`config.mk`:
```
export PLATFORM = sky130hd
export DESIGN_NAME = ipv4_rx
export DESIGN_NICKNAME = d
export VERILOG_FILES = /design/src/rtl/ipv4_rx.sv
export SDC_FILE = /design/constraint.sdc
export NUM_CORES = 1
export LEC_CHECK = 0
export BUFFER_PORTS_ARGS = -buffer_cell sky130_fd_sc_hd__buf_2
export CAP_MARGIN = 20
export CORE_MARGIN = 1.5
export CORE_UTILIZATION = 28
export CTS_BUF_LIST = sky130_fd_sc_hd__clkbuf_16
export DETAILED_ROUTE_END_ITERATION = 10
export PLACE_DENSITY = 0.53
export SYNTH_ARGS = -nofsm -noshare
export SYNTH_HDL_FRONTEND = slang
export SYNTH_SLANG_ARGS = --single-unit
```
`constraint.sdc`:
```
create_clock -name clk -period 11.33 [get_ports clk]
set_clock_uncertainty 0.15 [all_clocks]
set_input_delay 2.266 -clock clk [delete_from_list [all_inputs] [get_ports clk]]
set_output_delay 2.266 -clock clk [all_outputs]
set_load 0.03 [all_outputs]
```
`src/rtl/ipv4_rx.sv`:
```
// IPv4 receive parser: validates a fixed 20-byte header, then streams the payload one cycle after input.
// No backpressure: the stream cannot be stalled, so rejected or truncated frames are reported on kill.
module ipv4_rx #(
  parameter int N = 4
) (
  input  logic         clk,
  input  logic         rst,
  input  logic [N-1:0] axiid,
  input  logic         axiiv,
  output logic [N-1:0] axiod,
  output logic         axiov,
  output logic [31:0]  src_ip_out,
  output logic [31:0]  dst_ip_out,
  output logic [7:0]   protocol_out,
  output logic [15:0]  packet_length_out,
  output logic         kill
);

  localparam int HB  = 160 / N;
  localparam int WPB = 16 / N;
  localparam int WB  = $clog2(WPB);

  typedef enum logic [1:0] {IDLE, HEADER, PAYLOAD, DROP} state_t;

  typedef struct packed {
    logic [3:0]  version;
    logic [3:0]  ihl;
    logic [7:0]  tos;
    logic [15:0] total_len;
    logic [15:0] id;
    logic [2:0]  flags;
    logic [12:0] frag_off;
    logic [7:0]  ttl;
    logic [7:0]  protocol;
    logic [15:0] csum;
    logic [31:0] src;
    logic [31:0] dst;
  } hdr_t;

  state_t         state;
  logic [159-N:0] hdr;
  logic [6:0]     cnt;
  logic [15:0]    acc;
  logic [19:0]    pay_left;
  logic           prev_vld;

  hdr_t        hdr_nxt;
  logic [16:0] sum;
  logic [15:0] acc_nxt;
  logic [15:0] plen;
  logic [19:0] beats;
  logic        word_end;
  logic        last_hdr;
  logic        hdr_ok;
  logic        hdr_beat;

  // The shift register plus the current beat is the complete header on the last beat.
  assign hdr_nxt  = {hdr, axiid};
  assign sum      = {1'b0, acc} + {1'b0, hdr_nxt[15:0]};
  assign acc_nxt  = sum[15:0] + {15'd0, sum[16]};
  assign word_end = &cnt[WB-1:0];
  assign last_hdr = (cnt == 7'(HB - 1));
  assign plen     = hdr_nxt.total_len - 16'd20;
  assign beats    = (N == 4) ? {3'd0, plen, 1'b0} : {2'd0, plen, 2'b00};

  assign hdr_ok = (hdr_nxt.version == 4'd4) && (hdr_nxt.ihl == 4'd5) &&
                  !hdr_nxt.flags[0] && (hdr_nxt.frag_off == 13'd0) &&
                  (hdr_nxt.total_len >= 16'd20) && (acc_nxt == 16'hFFFF);

  // A frame only starts on a rising valid, so a frame cut by reset is not re-parsed mid-stream.
  assign hdr_beat = axiiv && ((state == HEADER) || (state == IDLE && !prev_vld));

  always_ff @(posedge clk) begin
    if (rst) begin
      state             <= IDLE;
      hdr               <= '0;
      cnt               <= '0;
      acc               <= '0;
      pay_left          <= '0;
      prev_vld          <= 1'b1;
      axiod             <= '0;
      axiov             <= 1'b0;
      kill              <= 1'b0;
      src_ip_out        <= '0;
      dst_ip_out        <= '0;
      protocol_out      <= '0;
      packet_length_out <= '0;
    end else begin
      prev_vld <= axiiv;
      axiov    <= 1'b0;
      axiod    <= '0;
      kill     <= 1'b0;
      if (!axiiv) begin
        if (state == PAYLOAD) kill <= 1'b1;
        state    <= IDLE;
        cnt      <= '0;
        acc      <= '0;
        pay_left <= '0;
      end else begin
        case (state)
          IDLE, HEADER: begin
            if (hdr_beat) begin
              hdr   <= hdr_nxt[159-N:0];
              cnt   <= cnt + 7'd1;
              state <= HEADER;
              if (word_end) acc <= acc_nxt;
              if (last_hdr) begin
                cnt <= '0;
                acc <= '0;
                if (hdr_ok) begin
                  src_ip_out        <= hdr_nxt.src;
                  dst_ip_out        <= hdr_nxt.dst;
                  protocol_out      <= hdr_nxt.protocol;
                  packet_length_out <= plen;
                  pay_left          <= beats;
                  state             <= (beats == 20'd0) ? DROP : PAYLOAD;
                end else begin
                  kill  <= 1'b1;
                  state <= DROP;
                end
              end
            end
          end
          PAYLOAD: begin
            axiov    <= 1'b1;
            axiod    <= axiid;
            pay_left <= pay_left - 20'd1;
            if (pay_left == 20'd1) state <= DROP;
          end
          default: ;
        endcase
      end
    end
  end

endmodule
```
==> results.py <==
metrics = {
    "route": {
        "first_iter_violations": 584,
        "wirelength_mm": 32.3,
        "first_pass_iters": 5,
        "drc": 0,
        "antenna_left": 0,
        "vias": 10533,
        "wl_per_cell_um": 14.6,
        "via_per_inst": 4.75,
    },
    "global_route": {
        "grt_max_degree": 99,
        "grt_pass1_vias": 9984,
        "grt_usage": 0.144,
        "overflow": 0,
        "grt_pass1_wl_mm": 52.5,
        "antenna_found_initial": 0,
    },
    "floorplanning": {
        "die_w_um": 212,
        "row_count": 76,
        "num_io_pins": 101,
        "core_um2": 43100,
        "dieHeight_um": 212,
        "initial_core_util": 0.284,
        "die_area_um2": 44900,
    },
    "final_layout": {
        "layout_commonest_cell": "nand2_1",
        "layout.cells.most_common_list": "nand2_1, dfxtp_1, a21oi_1",
        "diodes": 0,
        "regArea_um2": 5930,
        "final_nets": 1646,
        "fillCellCount": 4573,
        "drive_gt1_frac": 0.105,
        "synthToLayoutAreaGrowth_pct": 16.2,
        "multi_input_area_um2": 5860,
    },
    "clock_tree": {
        "cts_tree": "done",
        "clk_path_buf_depth": 3,
        "cts_root_buf": "clkbuf_16",
        "clk-insertion-delay-late_ps": 540,
        "clock_sinks": 296,
        "ctsResizeCount": 0,
        "post_cts_buffers": 0,
        "htreeDepth": 2,
        "path_clk_slew_ps": 60,
        "ctsHoldBuffers": 0,
        "cts_made_buffers": 35,
    },
    "yosys": {
        "ys_types": 59,
        "synth-async-reset-ratio": 0,
        "synth_edf_count": 0,
        "ys_warn_count": 0,
        "synthCells": 1561,
        "synth_fp_nets": 1594,
        "syn_avg_cell_area_um2": 7.82,
        "mappedNetlistArea_um2": 12200,
        "ys_ff_latch": 296,
        "synthFlopType": "dfxtp_1",
        "seq_area_frac_synth": 0.485,
    },
    "setup_path": {
        "r2r_start": "hdr[1]",
        "crit_chain": "buf_2 > ha_1 > inv_1 > fa_1 > nand2b_1 > a21bo_2 > a211oi_1 > o41ai_1 > o21ai_0 > a21o_1 > ha_1 > ha_1 > nor4b_1 > nand4_1 > nor4b_1 > nand3_1 > or4b_1 > nor2_1 > o2111ai_1 > nor4b_4 > buf_4 > mux2i_1 > a21oi_1",
        "crit_top_cell": "ha_1",
        "r2r_cells": 20,
        "cp_top_family": "simple AND/OR/NAND/NOR gates",
        "worst-r2r-setup-slack_ps": 4960,
        "crit_start": "axiid[0]",
        "critPathMaxStageDelay_ps": 750,
        "cp-start-kind": "primary input",
        "path_max_fanout": 84,
        "cp_slowest_cell": "buf_4",
        "path_buf_inv": 3,
        "required_ps": 11570,
        "worstSetupPathType": "primary input to flop",
        "crit_path_end_kind": "flop",
        "cp.arrival_ps": 8050,
        "timing.rr.end": "pay_left[1]",
    },
    "hold_path": {
        "holdPathEnd": "dst_ip_out[18]",
        "hold_path_startpoint": "dst_ip_out[18]",
        "min_path_cells": 2,
        "hold_class": "flop to flop",
    },
    "placement": {
        "io_buffer_count": 100,
        "dp_hpwl_mm": 20.9,
        "place.gp.congestion": 0.845,
    },
    "timing": {
        "setup_violations": 0,
        "min_period_ps": 7810,
        "final.setup.tns_ps": 0,
        "fmax_mhz": 128,
        "period_share": 0.689,
        "rsz0062_at_grt": "false",
        "worstMarginPinSlew_ps": 1060,
        "maxSlewViolCount": 0,
        "relSlewSlack": 0.290,
        "finalHoldViolCount": 0,
    },
    "flow_run": {
        "max-cap-violations": 0,
    },
    "pwr": {
        "p_leak_nw": 5.05,
        "cellPowerDensity_nw_per_um2": 150,
        "total_power_mw": 2.13,
        "ir_worst_vdd_mv": 0.0702,
    },
    "run_status": {
        "status": "complete, no violations",
    },
}
through the flow:
stage | std cells | cell area (um2) | hold WS (ps) | utilization | setup WS [ps]
after detailed placement | 2161 | 13200 | 292 | 0.306 | 3080
after floorplan | 1561 | 12200 | 282 | - | 4400
after CTS | 2218 | 14200 | 298 | 0.329 | 3620
after global placement | 2160 | 13200 | 286 | 0.305 | 3160
final | 2218 | 14200 | 295 | 0.329 | 3520
after global routing | 2218 | 14200 | 310 | 0.329 | 3170
cell type report:
| type | instances | area share |
|---|---|---|
| clock inverter | 22 | 0.0103 |
| timing repair buffer | 111 | 0.0420 |
| clock buffer | 35 | 0.0617 |
| inverter | 14 | 0.00370 |
| sequential | 296 | 0.418 |
| multi-input combinational | 1155 | 0.413 |
| tap | 585 | 0.0516 |
how the worst max path moves through the flow:
stage / end / cells past startpoint
floorplan: src_ip_out[10] / 22
global placement: pay_left[1] / 23
detailed placement: pay_left[1] / 23
CTS: pay_left[1] / 23
global route: pay_left[1] / 23
finish: pay_left[1] / 23
worst min-delay path: cells and delay by family (launching register included):
kind	cells	cell delay (ps)
compound gates	1	50
flops	1	300
simple gates	1	50
Yosys cell counts, types with 13 or more instances:
| library cell | n | area (um2) |
|---|---|---|
| ha_1 | 25 | 313 |
| nand2b_1 | 13 | 81.3 |
| o21ai_0 | 16 | 80.1 |
| xor2_1 | 22 | 193 |
| nor4_1 | 14 | 87.6 |
| clkbuf_1 | 82 | 308 |
| a22oi_1 | 15 | 113 |
| inv_1 | 14 | 52.6 |
| xnor2_1 | 21 | 184 |
| dfxtp_1 | 296 | 5930 |
| nor2_1 | 67 | 251 |
| a21oi_1 | 270 | 1350 |
| or3_1 | 18 | 113 |
| nand2_1 | 511 | 1920 |
| nor3_1 | 25 | 125 |
| nand3_1 | 18 | 90.1 |
layer usage:
layer	share of wire	vias to the layer above	global-route usage	routed length, um
met5	0	-	0	0
met4	0.019	0	0.0448	599
met3	0.044	40	0.0274	1410
met2	0.45	186	0.232	14500
met1	0.49	4948	0.195	15800
li1	-	5359	-	-
kinds of logic (layout without fill, tap and decap cells):
kind of cell	after synthesis	in the layout	share of synthesized area
and+or+nand+nor	722	722	0.254
AOI/OAI and AO/OA	362	362	0.165
DFF	296	296	0.485
buffers and inverters	110	182	0.0359
xor gates and xnor gates	43	43	0.0308
adders and majority gates	26	26	0.0273
muxes	2	2	0.00164
sequential cells by signal, summed over array words and instances, names as in the netlist:
| register | cells |
|---|---|
| acc | 16 |
| dst_ip_out | 32 |
| axiod | 4 |
| state | 2 |
| kill | 1 |
| cnt | 7 |
| pay_left | 20 |
| protocol_out | 8 |
| hdr | 156 |
| src_ip_out | 32 |
| prev_vld | 1 |
| axiov | 1 |
| packet_length_out | 16 |
report_power, final:
part           switching, mW  internal, mW
logic                 0.0450       0.00907
clock network          0.444         0.585
registers            0.00154          1.04
Note: power is estimated with default switching activity, not from simulation.
